==> src/rtl/cpu_types_pkg.sv <==
// rtl/cpu_types_pkg.sv - shared CPU types plus ID/EX latch state and register layout
package cpu_types_pkg;

  typedef logic [31:0] word_t;
  typedef logic [4:0]  regbits_t;

  localparam int SHAM_W = 4;

  typedef enum logic [3:0] {
    ALU_SLL  = 4'd0,
    ALU_SRL  = 4'd1,
    ALU_ADD  = 4'd2,
    ALU_SUB  = 4'd3,
    ALU_AND  = 4'd4,
    ALU_OR   = 4'd5,
    ALU_XOR  = 4'd6,
    ALU_NOR  = 4'd7,
    ALU_SLT  = 4'd8,
    ALU_SLTU = 4'd9
  } aluop_t;

  typedef enum logic [1:0] {
    IDEX_RUN    = 2'd0,
    IDEX_STALL  = 2'd1,
    IDEX_HALTED = 2'd2
  } idex_state_t;

  typedef struct packed {
    word_t             nPC;
    regbits_t          regDst;
    regbits_t          rs;
    regbits_t          rt;
    logic              dREN;
    logic              dWEN;
    logic              regWr;
    logic              halt;
    logic [2:0]        regSel;
    logic [2:0]        PCSrc;
    logic [2:0]        ALUSrc;
    aluop_t            ALUOp;
    word_t             rdat1;
    word_t             rdat2;
    word_t             imm;
    word_t             lui;
    logic [SHAM_W:0]   shamt;
  } idex_t;

  // All-zero is a harmless no-op: no writes, no memory access, sequential PC.
  localparam idex_t IDEX_BUBBLE = '0;

endpackage

==> src/rtl/hazard_unit.sv <==
// rtl/hazard_unit.sv - load-use hazard compare between EX load and decoding instruction
module hazard_unit
  import cpu_types_pkg::*;
(
  input  logic     dren_ex_i,
  input  logic     regwr_ex_i,
  input  regbits_t regdst_ex_i,
  input  regbits_t rs_i,
  input  regbits_t rt_i,
  output logic     hazard_o
);

  // rt is compared even when the instruction does not read it; a spare stall is cheap.
  assign hazard_o = dren_ex_i & regwr_ex_i & (regdst_ex_i != '0) &
                    ((regdst_ex_i == rs_i) | (regdst_ex_i == rt_i));

endmodule

==> src/rtl/id_ex_latch.sv <==
// rtl/id_ex_latch.sv - ID/EX register with load-use stall, flush and halt; IDEX_PERF_EN adds counters
module id_ex_latch
  import cpu_types_pkg::*;
#(
  parameter int LOADUSE_BUBBLES = 1
) (
  input  logic            CLK,
  input  logic            nRST,
  input  logic            en,
  input  logic            flush,
  input  word_t           nPC_next,
  input  regbits_t        regDst_next,
  input  regbits_t        rs_next,
  input  regbits_t        rt_next,
  input  logic            dREN_next,
  input  logic            dWEN_next,
  input  logic            regWr_next,
  input  logic            halt,
  input  logic [2:0]      regSel_next,
  input  logic [2:0]      PCSrc_next,
  input  logic [2:0]      ALUSrc_next,
  input  aluop_t          ALUOp_next,
  input  word_t           rdat1_next,
  input  word_t           rdat2_next,
  input  word_t           imm_next,
  input  word_t           lui_next,
  input  logic [SHAM_W:0] shamt_next,
  output word_t           nPC_ex,
  output regbits_t        regDst_ex,
  output regbits_t        rs_ex,
  output regbits_t        rt_ex,
  output logic            dREN_ex,
  output logic            dWEN_ex,
  output logic            regWr_ex,
  output logic            halt_ex,
  output logic [2:0]      regSel_ex,
  output logic [2:0]      PCSrc_ex,
  output logic [2:0]      ALUSrc_ex,
  output aluop_t          ALUOp_ex,
  output word_t           rdat1_ex,
  output word_t           rdat2_ex,
  output word_t           imm_ex,
  output word_t           lui_ex,
  output logic [SHAM_W:0] shamt_ex,
  output logic            stall_de,
`ifdef IDEX_PERF_EN
  output logic [31:0]     bubble_cnt,
  output logic [31:0]     flush_cnt,
`endif
  output logic            bubble_ex
);

  localparam logic [1:0] CNT_INIT = 2'(LOADUSE_BUBBLES - 1);

  idex_state_t state_q;
  logic [1:0]  cnt_q;
  idex_t       ex_q;
  logic        bubble_q;
  idex_t       in_w;
  logic        hazard;

  assign in_w = '{nPC: nPC_next, regDst: regDst_next, rs: rs_next, rt: rt_next,
                  dREN: dREN_next, dWEN: dWEN_next, regWr: regWr_next, halt: halt,
                  regSel: regSel_next, PCSrc: PCSrc_next, ALUSrc: ALUSrc_next,
                  ALUOp: ALUOp_next, rdat1: rdat1_next, rdat2: rdat2_next,
                  imm: imm_next, lui: lui_next, shamt: shamt_next};

  hazard_unit u_hazard (
    .dren_ex_i   (ex_q.dREN),
    .regwr_ex_i  (ex_q.regWr),
    .regdst_ex_i (ex_q.regDst),
    .rs_i        (rs_next),
    .rt_i        (rt_next),
    .hazard_o    (hazard)
  );

  always_ff @(posedge CLK or negedge nRST) begin
    if (!nRST) begin
      state_q  <= IDEX_RUN;
      cnt_q    <= '0;
      ex_q     <= IDEX_BUBBLE;
      bubble_q <= 1'b1;
    end else begin
      case (state_q)
        IDEX_HALTED: begin
          ex_q      <= IDEX_BUBBLE;
          ex_q.halt <= 1'b1;
          bubble_q  <= 1'b1;
        end
        IDEX_STALL: begin
          if (flush) begin
            ex_q     <= IDEX_BUBBLE;
            bubble_q <= 1'b1;
            cnt_q    <= '0;
            state_q  <= IDEX_RUN;
          end else if (en) begin
            ex_q     <= IDEX_BUBBLE;
            bubble_q <= 1'b1;
            cnt_q    <= cnt_q - 2'd1;
            // cnt_q counts bubbles still owed, including the one loaded now
            if (cnt_q == 2'd1) state_q <= IDEX_RUN;
          end
        end
        default: begin
          if (flush) begin
            ex_q     <= IDEX_BUBBLE;
            bubble_q <= 1'b1;
            state_q  <= IDEX_RUN;
          end else if (hazard && en) begin
            ex_q     <= IDEX_BUBBLE;
            bubble_q <= 1'b1;
            cnt_q    <= CNT_INIT;
            state_q  <= (CNT_INIT == 2'd0) ? IDEX_RUN : IDEX_STALL;
          end else if (en) begin
            ex_q     <= in_w;
            bubble_q <= 1'b0;
            if (halt) state_q <= IDEX_HALTED;
          end
        end
      endcase
    end
  end

  assign stall_de = ((state_q == IDEX_RUN) & hazard) |
                    (state_q == IDEX_STALL) | (state_q == IDEX_HALTED);

`ifdef IDEX_PERF_EN
  logic        hz_load, fl_load;
  logic [31:0] bubble_cnt_q, flush_cnt_q;

  assign hz_load = ~flush & en &
                   (((state_q == IDEX_RUN) & hazard) | (state_q == IDEX_STALL));
  assign fl_load = flush & (state_q != IDEX_HALTED);

  always_ff @(posedge CLK or negedge nRST) begin
    if (!nRST) begin
      bubble_cnt_q <= '0;
      flush_cnt_q  <= '0;
    end else begin
      if (hz_load) bubble_cnt_q <= bubble_cnt_q + 32'd1;
      if (fl_load) flush_cnt_q  <= flush_cnt_q + 32'd1;
    end
  end

  assign bubble_cnt = bubble_cnt_q;
  assign flush_cnt  = flush_cnt_q;
`endif

  assign nPC_ex    = ex_q.nPC;
  assign regDst_ex = ex_q.regDst;
  assign rs_ex     = ex_q.rs;
  assign rt_ex     = ex_q.rt;
  assign dREN_ex   = ex_q.dREN;
  assign dWEN_ex   = ex_q.dWEN;
  assign regWr_ex  = ex_q.regWr;
  assign halt_ex   = ex_q.halt;
  assign regSel_ex = ex_q.regSel;
  assign PCSrc_ex  = ex_q.PCSrc;
  assign ALUSrc_ex = ex_q.ALUSrc;
  assign ALUOp_ex  = ex_q.ALUOp;
  assign rdat1_ex  = ex_q.rdat1;
  assign rdat2_ex  = ex_q.rdat2;
  assign imm_ex    = ex_q.imm;
  assign lui_ex    = ex_q.lui;
  assign shamt_ex  = ex_q.shamt;
  assign bubble_ex = bubble_q;

endmodule

==> config.mk <==
export PLATFORM = sky130hd
export DESIGN_NAME = id_ex_latch
export DESIGN_NICKNAME = d
export VERILOG_FILES = /design/src/rtl/cpu_types_pkg.sv /design/src/rtl/hazard_unit.sv /design/src/rtl/id_ex_latch.sv
export SDC_FILE = /design/constraint.sdc
export NUM_CORES = 1
export LEC_CHECK = 0
export CAP_MARGIN = 25
export CORE_AREA = 2 2 156 158
export DETAILED_ROUTE_END_ITERATION = 7
export DIE_AREA = 0 0 158 160
export PLACE_DENSITY_LB_ADDON = 0.05
export SYNTH_ARGS = -nofsm -noshare
export SYNTH_HDL_FRONTEND = slang
export SYNTH_HIERARCHICAL = 1
export SYNTH_SLANG_ARGS = --single-unit
==> constraint.sdc <==
create_clock -name CLK -period 2.6 [get_ports CLK]
set_input_delay 0.52 -clock CLK [delete_from_list [all_inputs] [get_ports CLK]]
set_output_delay 0.52 -clock CLK [all_outputs]
set_load 0.03 [all_outputs]
==> summary.md <==
| Metric | Value |
|---|---|
| Status | finished clean |
| Vias in the first global route | roughly 8100 |
| Post-synth EDFFs | 0 |
| Final-report hold violation count | 0 |
| Asr flop ratio synth | 100% |
| Final nets | 1462 |
| DP HPWL | 19900 um |
| Finish-stage setup viols | 0 |
| Top post-synthesis cells by area | dfrtp_1 (51%), nand3b_1 (15%), nand2b_1 (13%), a21oi_1 (6.6%), a21oi_2 (6.4%) |
| DRT antenna net count | 0 |
| Clock power share | 40.7% |
| Share of layout cells above drive strength 1 | 11.5% |
| Post-place instance area | ~14000 um^2 |
| TritonCTS clock tree | done |
| CP startpoint | regDst_ex[2]$_DFFE_PN0P_ |
| Core area | 23800 um^2 |
| Worst Setup EP | stall_de |
| Synthesis-to-finish area growth | 50.5% |
| Clk pin slew, worst setup/hold paths | 0.08 ns |
| H-tree levels | 4 |
| Netlist Area Pre-Place | 9640 um^2 |
| Starting DRT DRC Count | 532 |
| Footprint of the multi-input gates | 4160 um^2 |
| Worst Tran Pin Value | 0.643 ns |
| Clock root buffer master | clkbuf_16 |
| First drt pass iteration count | 6 |
| Buffers on Ports | 399 |
| Crit path max fanout | 4 |
| Fmax | 396 MHz |
| Overflow after GRT | 0 |
| Critical path arrival | 2.01 ns |
| Number of max-cap violations | 0 |
| Most frequent cell after synthesis | dfrtp_1 |
| Hold Crit Class | input pin to asynchronous set/reset pin |
| Most frequent cells after synthesis | dfrtp_1 (198), nand2b_1 (196), nand3b_1 (196) |
| Max IR drop VDD | 0.390 mV |
| Die extent in y | 160 um |
| Deepest clock path buffer count | 2 |
| Pwr Density | 434 nW/um^2 |
| Total Routed Length | 29100 um |
| Global-route wire length before repair | 45400 um |
| Worst R2R End | state_q[1]$_DFFE_PN0P_ |
| DR vias/cell | 4.97 |
| Chip width | 158 um |
| Number of remaining DRC errors | 0 |
| P_leak | 5.49 nW |
| Int Power | 4.76 mW |
| Switching share of power | 24.4% |
| Critical path class | flip-flop to output port |
| CP Launch Type | flip-flop |
| Cell taking the most area after synthesis | dfrtp_1 |
| Gate power share | roughly 10% |
| Max-slew headroom | 57.1% |
| Power share of the sequential group | 49.1% |
| R2R depth | 9 |
| Wirelength per Cell | 18.2 um |
| Setup TNS | 0 ns |
| Post-synthesis average cell area | 10.7 um^2 |
| Register area share after synthesis | 51.6% |
| Post-synth top flop | dfrtp_1 |
| Net Switching | 1.53 mW |
| Worst setup EP type | output port |
| Cells after Synth | 900 |
| I/O Pins | 400 |
| FP Rows | 57 |
| Die area | roughly 25000 um^2 |
| Final core utilization | 61.0% |
| Sink Count | 199 |
| Worst hold slack | 0.0464 ns |
| Setup Skew | 0.0150 ns |
| Clk_lat worst skew | 0.44 ns |
| GPL Wtd Cong | 0.796 |
| Fill cells | 2088 |
| #FFs+latches synth | around 200 |
| Unrepaired setup endpoints after global routing | no |
| Initial Util | 40.5% |
| CP required | 2.08 ns |
| GRT Util Overall | 23.0% |
| Largest net degree at the start of global routing | approximately 120 |
| Synth top area share | 51.4% |
| DR vias | roughly 7900 |
| Yosys cell types | 23 |
| Total CTS buffers | 17 |
| Final Max Tran Viols | 0 |
| Seq. cell area | 4980 um^2 |
| Initial antenna violation count | 4 |
| R2r setup slk | 0.48 ns |
| Tmin final | about 2.5 ns |
| Design area | 14500 um^2 |
| Final Cycle Share | 97.2% |
| Syn Nets | 1101 |
| Reg2reg start | regDst_ex[2]$_DFFE_PN0P_ |
| Yosys warnings | 6 |
-- layer usage --
metal | GRT usage, % | up-vias | wire length, um
met5 | 0 | - | 29
met4 | 9.54 | 4 | 964
met3 | 7.95 | 55 | 2610
met2 | 36.5 | 284 | 13500
met1 | 28.5 | 3817 | 12000
li1 | - | 3780 | -
-- metrics by stage --
step / setup WS [ns] / power [mW] / std cells
6_report: 0.0732 / 6.30 / 1599
5_1_grt: 0.00397 / 6.55 / 1599
4_1_cts: 0.0289 / 6.38 / 1595
3_5_place_dp: 0.0534 / 3.80 / 1561
3_3_place_gp: 0.0393 / 3.79 / 1561
2_1_floorplan: 0.152 / 3.39 / 900
-- sequential cells by signal, indices dropped and copies added, names as in the netlist, 3 cells and up --
signal     cells
imm_ex        32
lui_ex        32
rt_ex          5
regSel_ex      3
ALUOp_ex       4
rdat2_ex      32
shamt_ex       5
nPC_ex        32
regDst_ex      5
ALUSrc_ex      3
rdat1_ex      32
PCSrc_ex       3
rs_ex          5
-- area by class of cell --
class | instances | area share (%)
multi-input combinational | 613 | 28.6
timing repair buffer | 430 | 30.4
clock inverter | 12 | 0.767
tap | 324 | 2.79
antenna | 2 | 0.0345
clock buffer | 19 | 3.05
sequential | 199 | 34.3
-- worst max-delay path: stages (launching register included) --
cell,delay [ns]
dfrtp_2,0.40
or4_4,0.53
o211ai_2,0.19
a21oi_4,0.07
or2_4,0.24
buf_6,0.14
-- cells by family (layout without fill, tap and decap cells) --
logic type      count (synthesis)  after routing  share of synthesized area (%)
compound gates                200            200                           13.3
xor+xnor                       10             10                          0.908
buf+inv                        88            461                           5.50
flops                         199            199                           51.6
other cells                     0              2                              0
simple gates                  403            403                           28.7
-- power by group through the flow --
stage | combinational [mW] | sequential (mW) | clock (mW)
finish | 0.637 | 3.09 | 2.57
global route | 0.696 | 3.09 | 2.76
CTS | 0.644 | 3.09 | 2.64
floorplan | 0.227 | 3.16 | 0
global placement | 0.636 | 3.16 | 0
detailed placement | 0.640 | 3.16 | 0
-- cells in the final DEF, fill, tap and decap left out, types with 6 or more instances in the layout --
cell and n:
clkbuf_16 17, a21oi_2 70, xor2_1 6, dfrtp_1 195
a21oi_1 126, buf_4 17, buf_12 14, clkdlybuf4s50_1 396
nand3b_1 196, nand2b_1 196
-- repair_timing --
action | CTS | global route
buffers inserted | 3 | 2
endpoints found under the setup margin | 1 | 1
gates resized for setup | 6 | 1
pin swaps | 1 | 3
hold buffers | 0 | 0
-- worst min-delay path by stage --
stage | start | to | slack (ns) | depth (start not counted)
2_1_floorplan | nRST | ALUOp_ex[0]$_DFFE_PN0P_ | 0.22 | 0
3_3_place_gp | halt_ex$_DFFE_PN0P_ | halt_ex$_DFFE_PN0P_ | 0.48 | 1
3_5_place_dp | halt_ex$_DFFE_PN0P_ | halt_ex$_DFFE_PN0P_ | 0.48 | 1
4_1_cts | nRST | rdat2_ex[18]$_DFFE_PN0P_ | 0.05 | 1
5_1_grt | nRST | rdat2_ex[18]$_DFFE_PN0P_ | 0.06 | 1
6_report | nRST | rdat2_ex[18]$_DFFE_PN0P_ | 0.05 | 1
No activity file was read; power rests on OpenSTA's default activity.
